### src/rtl/uart_frame_assembler.sv
// uart_frame_assembler: locks onto HEADER, assembles speed/corner/X0 big-endian and commits them atomically.
// Define UART_FRAME_CSUM_EN to append and verify a trailing XOR checksum byte.
module uart_frame_assembler #(
    parameter logic [7:0] HEADER      = 8'hA5,
    parameter int         SPEED_W     = 32,
    parameter int         CORNER_W    = 20,
    parameter int         TIMEOUT_CYC = 112500
) (
    input  logic                CLK_I,
    input  logic                RST_N_I,
    input  logic                RX_VLD_I,
    input  logic [7:0]          RX_D_I,
    output logic [SPEED_W-1:0]  SPEED_O,
    output logic [CORNER_W-1:0] CORNER_O,
    output logic [7:0]          X0_O,
    output logic                FRAME_VLD_O,
    output logic                FRAME_ERR_O,
    output logic                BUSY_O
);
    localparam int TW = $clog2(TIMEOUT_CYC);
`ifdef UART_FRAME_CSUM_EN
    typedef enum logic [2:0] {IDLE, SPEED, CORNER, XB, CSUM, COMMIT} state_e;
`else
    typedef enum logic [2:0] {IDLE, SPEED, CORNER, XB, COMMIT} state_e;
`endif
    state_e              state_q, state_d;
    logic [1:0]          cnt_q, cnt_d;
    logic [TW-1:0]       to_q, to_d;
    logic [SPEED_W-1:0]  speed_sh_q, speed_sh_d, speed_q;
    logic [31:0]         corner_sh_q, corner_sh_d;
    logic [7:0]          x0_sh_q, x0_sh_d, x0_q;
    logic [CORNER_W-1:0] corner_q;
    logic                vld_q, err_q, busy_q;
    logic                in_frame, commit, tmo, ok, csum_ok;
`ifdef UART_FRAME_CSUM_EN
    logic [7:0] csum_q, csum_d;
    // Payload bytes and the checksum byte XOR to zero on a good frame.
    always_comb csum_d = (state_q == IDLE || state_q == COMMIT) ? 8'h00 : RX_VLD_I ? csum_q ^ RX_D_I : csum_q;
    always_ff @(posedge CLK_I or negedge RST_N_I) begin
        if (!RST_N_I) csum_q <= 8'h00;
        else csum_q <= csum_d;
    end
    assign csum_ok = (csum_q == 8'h00);
`else
    assign csum_ok = 1'b1;
`endif
    assign in_frame = (state_q != IDLE) && (state_q != COMMIT);
    assign commit   = (state_q == COMMIT);
    assign ok       = ((corner_sh_q >> CORNER_W) == 32'd0) && csum_ok;
    assign tmo      = in_frame && !RX_VLD_I && (to_q == TW'(TIMEOUT_CYC - 1));
    always_comb begin
        state_d     = state_q;
        cnt_d       = cnt_q;
        speed_sh_d  = speed_sh_q;
        corner_sh_d = corner_sh_q;
        x0_sh_d     = x0_sh_q;
        to_d        = (in_frame && !RX_VLD_I) ? to_q + 1'b1 : '0;
        case (state_q)
            SPEED: if (RX_VLD_I) begin
                speed_sh_d = {speed_sh_q[SPEED_W-9:0], RX_D_I};
                cnt_d      = cnt_q + 2'd1;
                state_d    = (cnt_q == 2'd3) ? CORNER : SPEED;
            end
            CORNER: if (RX_VLD_I) begin
                corner_sh_d = {corner_sh_q[23:0], RX_D_I};
                cnt_d       = cnt_q + 2'd1;
                state_d     = (cnt_q == 2'd3) ? XB : CORNER;
            end
            XB: if (RX_VLD_I) begin
                x0_sh_d = RX_D_I;
`ifdef UART_FRAME_CSUM_EN
                state_d = CSUM;
`else
                state_d = COMMIT;
`endif
            end
`ifdef UART_FRAME_CSUM_EN
            CSUM: if (RX_VLD_I) state_d = COMMIT;
`endif
            // IDLE and COMMIT both listen for a header, giving back-to-back frames.
            default: begin
                cnt_d   = 2'd0;
                state_d = (RX_VLD_I && RX_D_I == HEADER) ? SPEED : IDLE;
            end
        endcase
        if (tmo) state_d = IDLE;
    end
    always_ff @(posedge CLK_I or negedge RST_N_I) begin
        if (!RST_N_I) begin
            state_q     <= IDLE;
            cnt_q       <= '0;
            to_q        <= '0;
            speed_sh_q  <= '0;
            corner_sh_q <= '0;
            x0_sh_q     <= '0;
            speed_q     <= '0;
            corner_q    <= '0;
            x0_q        <= '0;
            vld_q       <= 1'b0;
            err_q       <= 1'b0;
            busy_q      <= 1'b0;
        end else begin
            state_q     <= state_d;
            cnt_q       <= cnt_d;
            to_q        <= to_d;
            speed_sh_q  <= speed_sh_d;
            corner_sh_q <= corner_sh_d;
            x0_sh_q     <= x0_sh_d;
            vld_q       <= commit && ok;
            err_q       <= (commit && !ok) || tmo;
            busy_q      <= (state_d != IDLE);
            if (commit && ok) begin
                speed_q  <= speed_sh_q;
                corner_q <= corner_sh_q[CORNER_W-1:0];
                x0_q     <= x0_sh_q;
            end
        end
    end
    assign SPEED_O     = speed_q;
    assign CORNER_O    = corner_q;
    assign X0_O        = x0_q;
    assign FRAME_VLD_O = vld_q;
    assign FRAME_ERR_O = err_q;
    assign BUSY_O      = busy_q;
endmodule

### config.mk
export PLATFORM = sky130hd
export DESIGN_NAME = uart_frame_assembler
export DESIGN_NICKNAME = d
export VERILOG_FILES = /design/src/rtl/uart_frame_assembler.sv
export SDC_FILE = /design/constraint.sdc
export NUM_CORES = 1
export LEC_CHECK = 0
export ABC_AREA = 1
export CAP_MARGIN = 20
export CORE_AREA = 2 2 130 132
export CTS_BUF_LIST = sky130_fd_sc_hd__clkbuf_2
export CTS_CLUSTER_DIAMETER = 120
export DETAILED_ROUTE_END_ITERATION = 16
export DIE_AREA = 0 0 132 134
export GPL_TIMING_DRIVEN = 0
export HOLD_SLACK_MARGIN = 0.06
export PLACE_DENSITY_LB_ADDON = 0.15
export SYNTH_ARGS = -nofsm -noshare
export SYNTH_HDL_FRONTEND = slang
export SYNTH_SLANG_ARGS = --single-unit
### constraint.sdc
create_clock -name CLK_I -period 1.5 [get_ports CLK_I]
set_clock_uncertainty 0.1 [all_clocks]
set_input_delay 0.3 -clock CLK_I [delete_from_list [all_inputs] [get_ports CLK_I]]
set_output_delay 0.3 -clock CLK_I [all_outputs]
set_load 0.01 [all_outputs]
======== Word-level counts from Yosys, hierarchy flattened ========
Index checks and enable logic that the tools add are counted.
cells by class
  mux-type cells .......................... 11
  multipliers ............................. 0
  $add $sub $neg .......................... 2
  shifts and indexed selects .............. 0
  reduce and logical (&&, ||, !) cells .... 17
  div/mod/pow operators ................... 0
  magnitude comparators ................... 0
  bitwise gates (word level) .............. 1
  equal/unequal tests ..................... 9
operators by type and width
  kind                                                                      number
  32-bit logical NOT                                                        1
  17-bit by 1-bit adder with 17-bit output (second input constant)          1
  17-bit equality test (second input constant)                              1
  17-bit two-way mux                                                        1
  3-bit two-way mux                                                         4
  3-bit one-hot mux with 3 select lines                                     1
  8-bit equality test (second input constant)                               1
  2-bit AND reduction                                                       4
  3-bit by 2-bit equality test with 1-bit output (second input constant)    2
  1-bit logical AND                                                         6
  3-bit nonzero test                                                        2
  2-bit two-way mux                                                         2
  2-bit one-hot mux with 2 select lines                                     1
  3-bit by 1-bit equality test with 1-bit output (second input constant)    1
  3-bit equality test (second input constant)                               1
  3-bit inequality test (second input constant)                             1
  2-bit by 1-bit adder with 2-bit output (second input constant)            1
  2-bit equality test (second input constant)                               1
  1-bit logical NOT                                                         2
  1-bit two-way mux                                                         2
  2-bit by 1-bit inequality test with 1-bit output (second input constant)  1
  2-bit OR reduction                                                        1
  1-bit logical OR                                                          1
  1-bit inverter                                                            1
storage, ports and cells
  input port bits ......................... 11
  bits in latches ......................... 0
  bits in writable memories ............... 0
  register bits ........................... 157
  bits in read-only memories .............. 0
  logic and storage cells ................. 52
  output and inout port bits .............. 63
  memories kept ........................... 0

======== Logic depth before layout (Yosys ltp) ========
Gate-level depths: netlist (run 1).
  depth after elaboration ................. 6
  gate-level depth with buffers ........... 8
  depth with buffers taken out ............ 8

======== Worst setup path before layout (run 1) ========
OpenSTA, ideal clock, no wires.
  path type ............................... flip-flop to flip-flop
  start point ............................. reg to_q[0]
  end point ............................... reg to_q[14]
  required time ........................... 1.279 ns
  period minus slack after synthesis ...... 1.439 ns
  cell stages (with the launch flop) ...... 7
  library setup time ...................... 0.121 ns
  path slack .............................. 0.061 ns
  data arrival time ....................... 1.218 ns
  path buffers ............................ 0
  path through ............................ dfrtp_1 > ha_1 > nand2_1 > nor2_1 > nand3_1 > o21ai_0 > nor2_1
on the way
  longest elaborated chain between the ends .. 2
ends and longest elaborated chain
  item                                      RTL line  text
  start: declaration                        28        logic [TW-1:0] to_q, to_d;
  start signal: assignment                  105       to_q <= to_d;
  17-bit by 1-bit adder with 17-bit output  57        to_d = (in_frame && !RX_VLD_I) ? to_q + 1'b1 : '0;
  17-bit two-way mux                        57
  via to_d[14]                              28
The timed path passes the listed nets, and every way through them passes these cells.
A chain may end at the register's enable or synchronous reset.

======== Worst setup path in the final report (run 1) ========
  start point ............................. reg corner_q[6] (netlist: CORNER_O[6])
  end point ............................... out CORNER_O[6]
RTL lines
  item                      RTL line  text
  start: declaration        32        logic [CORNER_W-1:0] corner_q;
  start signal: assignment  114       corner_q <= corner_sh_q[CORNER_W-1:0];
  end: declaration          14        output logic [CORNER_W-1:0] CORNER_O,
No word-level cell between the ends.

==> results of run 1 <==
## worst paths after layout
kind | depth (start not counted) | to
worst max-delay path | 1 | CORNER_O[6]
worst min-delay path | 2 | CORNER_O[17]
worst max register to register | 9 | SPEED_O[3]
worst min register to register | 2 | corner_sh_q[24]
max in group asynchronous | 3 | SPEED_O[18]
min in group CLK_I | 3 | speed_sh_q[1]
## area by class of cell
| cell class | count | area share, % |
|---|---|---|
| Sequential cell | 157 | 45.7 |
| Tap cell | 220 | 3.20 |
| Timing Repair Buffer | 141 | 12.8 |
| Inverter | 37 | 1.65 |
| Clock inverter | 11 | 1.76 |
| Buffer | 38 | 3.67 |
| Multi-Input combinational cell | 518 | 30.2 |
| Clock buffer | 18 | 1.05 |
## kinds of logic after synthesis
group,Yosys count,share of synthesized area (%)
and+or+nand+nor,462,30.3
xor gates and xnor gates,1,0.134
buffers and inverters,80,5.25
DFF,157,60.0
adders and majority gates,2,0.382
AOI/OAI and AO/OA,51,3.97
## metrics by stage
stage	setup WS [ns]	total power [mW]	cells	hold slack, ns	TNS, ns
final	-0.230	8.50	1140	-0.00418	-14.03
after global routing	-0.303	8.93	1140	-0.0126	-23.58
after CTS	-0.262	8.48	1115	-0.0268	-17.80
after global placement	-6.14	5.97	1045	0.356	-992.32
after detailed placement	-0.494	6.03	1046	0.211	-29.16
after floorplan	0.0612	5.59	753	-0.0956	0
## report_power, final
part / total (mW) / switching, mW / internal [mW]
clock: 2.45 / 1.40 / 1.05
combinational: 1.01 / 0.647 / 0.363
sequential: 5.05 / 0.377 / 4.67
## Yosys cell counts (2+ instances only)
library cell,n,area share (%)
ha_1,2,0.38
nor2_1,53,3.0
nor2_2,2,0.19
dfrtp_1,157,60
a21oi_1,10,0.76
o21ai_1,2,0.15
o21ai_0,37,2.8
buf_2,35,2.7
nand4_1,64,6.1
nand3_1,48,3.7
buf_1,2,0.11
nand2_1,289,17
inv_2,5,0.29
clkbuf_1,6,0.34
inv_1,32,1.8
## layer usage
layer	global-route usage, %	vias to the layer above	part of all wire [%]
li1	-	2784	-
met2	31.9	123	48
met4	5.62	0	1.2
met1	26.7	2767	46
met5	0	-	0
met3	4.80	18	4.1
## state kept, by name, summed over array words and instances (netlist names), 3 cells and up
name,cells
to_q,17
x0_sh_q,8
X0_O,8
CORNER_O,20
SPEED_O,32
corner_sh_q,32
speed_sh_q,32
state_q,3
## what timing repair did
item                                   in CTS  in global routing
cloned                                      8                  0
setup endpoints to repair                 181                206
gates resized for setup                   354                 75
pin swaps                                   9                 18
endpoints found under the hold margin     181                 59
buffers inserted                           34                 26
==> results.yml, run 1 <==
layout:
  regArea_um2: 3930
  final_area_um2: 8590
  drive_gt1_share_pct: 31.5
  final_common_cell: "nand2_1"
  layout.nets: 923
  multi_input_area_um2: 2590
  most-common-layout-cells: "nand2_1 (218), dfrtp_1 (157), buf_2 (67)"
  area_growth_pct: 31.2
  diodes: 0
  fill_cells: 1540
  final_util_pct: 52.7
drt:
  ant_nets: 0
  routedWlPerCell_um: 15.1
  post-route-drc-count: 0
  dr.pass1.iters: 5
  viasPerCell: 4.99
  wl_um: 17200
  vias: 5692
  drtIter0Drc: 406
worst_setup_path:
  cpPeakStageDelay_ns: 0.45
  r2r_start: "corner_sh_q[25]"
  cp_cell_sequence: "buf_2"
  crit_type: "reg2out"
  start_kind: "register"
  worstPathRequired_ns: 1.10
  ff2ff_setup_slack_ns: -0.10
  critical_path.slowest_cell: "dfrtp_1"
  cp_top_family: "flip-flops"
  endpoint_kind: "output pin"
  cp_max_fo: 2
  crit_arrival_ns: 1.33
  path_buf_inv: 1
  critPathLaunch: "CORNER_O[6]"
hold_path:
  hold_path_class: "in2async"
placed_design:
  dpl_cell_area_um2: 7570
  gp_congestion: 0.838
  hpwl_um: 11300
  numPortBuffers: 72
timing:
  finalWorstSetupSlack_ns: -0.230
  finalSetupViolations: 118
  fmax_mhz: 578
  fin_crit_sh_pct: 115
  worst_slew_pin_slew_ns: 0.562
  period_needed_ns: 1.73
  hold_viol_final: 9
  relSlewSlack_pct: 62.6
  maxSlewViolCount: 0
  rsz0062_at_grt: "true"
  fin_hold_ws_ns: -0.00418
outcome:
  violations: "negative hold slack, negative setup slack"
  run_status: "finished with violations"
synth:
  ys.flop_type: "dfrtp_1"
  ys_ff_latch: 157
  synth.distinct_cells: 24
  syn-num-nets: 766
  postSynthCellCount: 753
  seq_area_frac_synth_pct: 60.0
  yosys_warnings: 0
  avgSynthCellArea_um2: 8.70
  netlist_area_um2: 6550
  synth_edf_count: 0
  synthArstFlopShare_pct: 100
clock_tree:
  clock_sinks: 157
  cts_tree: "yes"
  insertion_delay_ns: 0.73
  root_buffer: "clkbuf_2"
  clkTransAtPathRegs_ns: 0.21
  htree_levels: 4
  numCtsBuffers: 17
  cts_hold_buf: 2
  cts_buffer_depth: 2
die:
  placementRows: 47
  initial_utilization_pct: 40.2
  die_area_um2: 17700
  die_h_um: 134
  fp.dieW_um: 132
  core_region_area_um2: 16300
  top_level_ports: 74
global_route:
  overflow: 0
  track_usage_pct: 19.7
  grt_pass1_vias: 5479
  antenna_found_initial: 0
  grt_start_max_net_pins: 99
  grt_pass1_wl_um: 27600
power_and_ir_drop:
  power_density_nw_per_um2: 990
  p_leak_nw: 4.61
  ir_drop_uv: 422
flow_run:
  max_cap_viol_count: 0
No activity file was read; power rests on OpenSTA's default activity.
==> run 2, diff against run 1 <==
Settings changed: HOLD_SLACK_MARGIN 0.06 to 0.02.
==> results of run 2 <==
No change in the layout: final DEF, timing and power equal those of run 1.
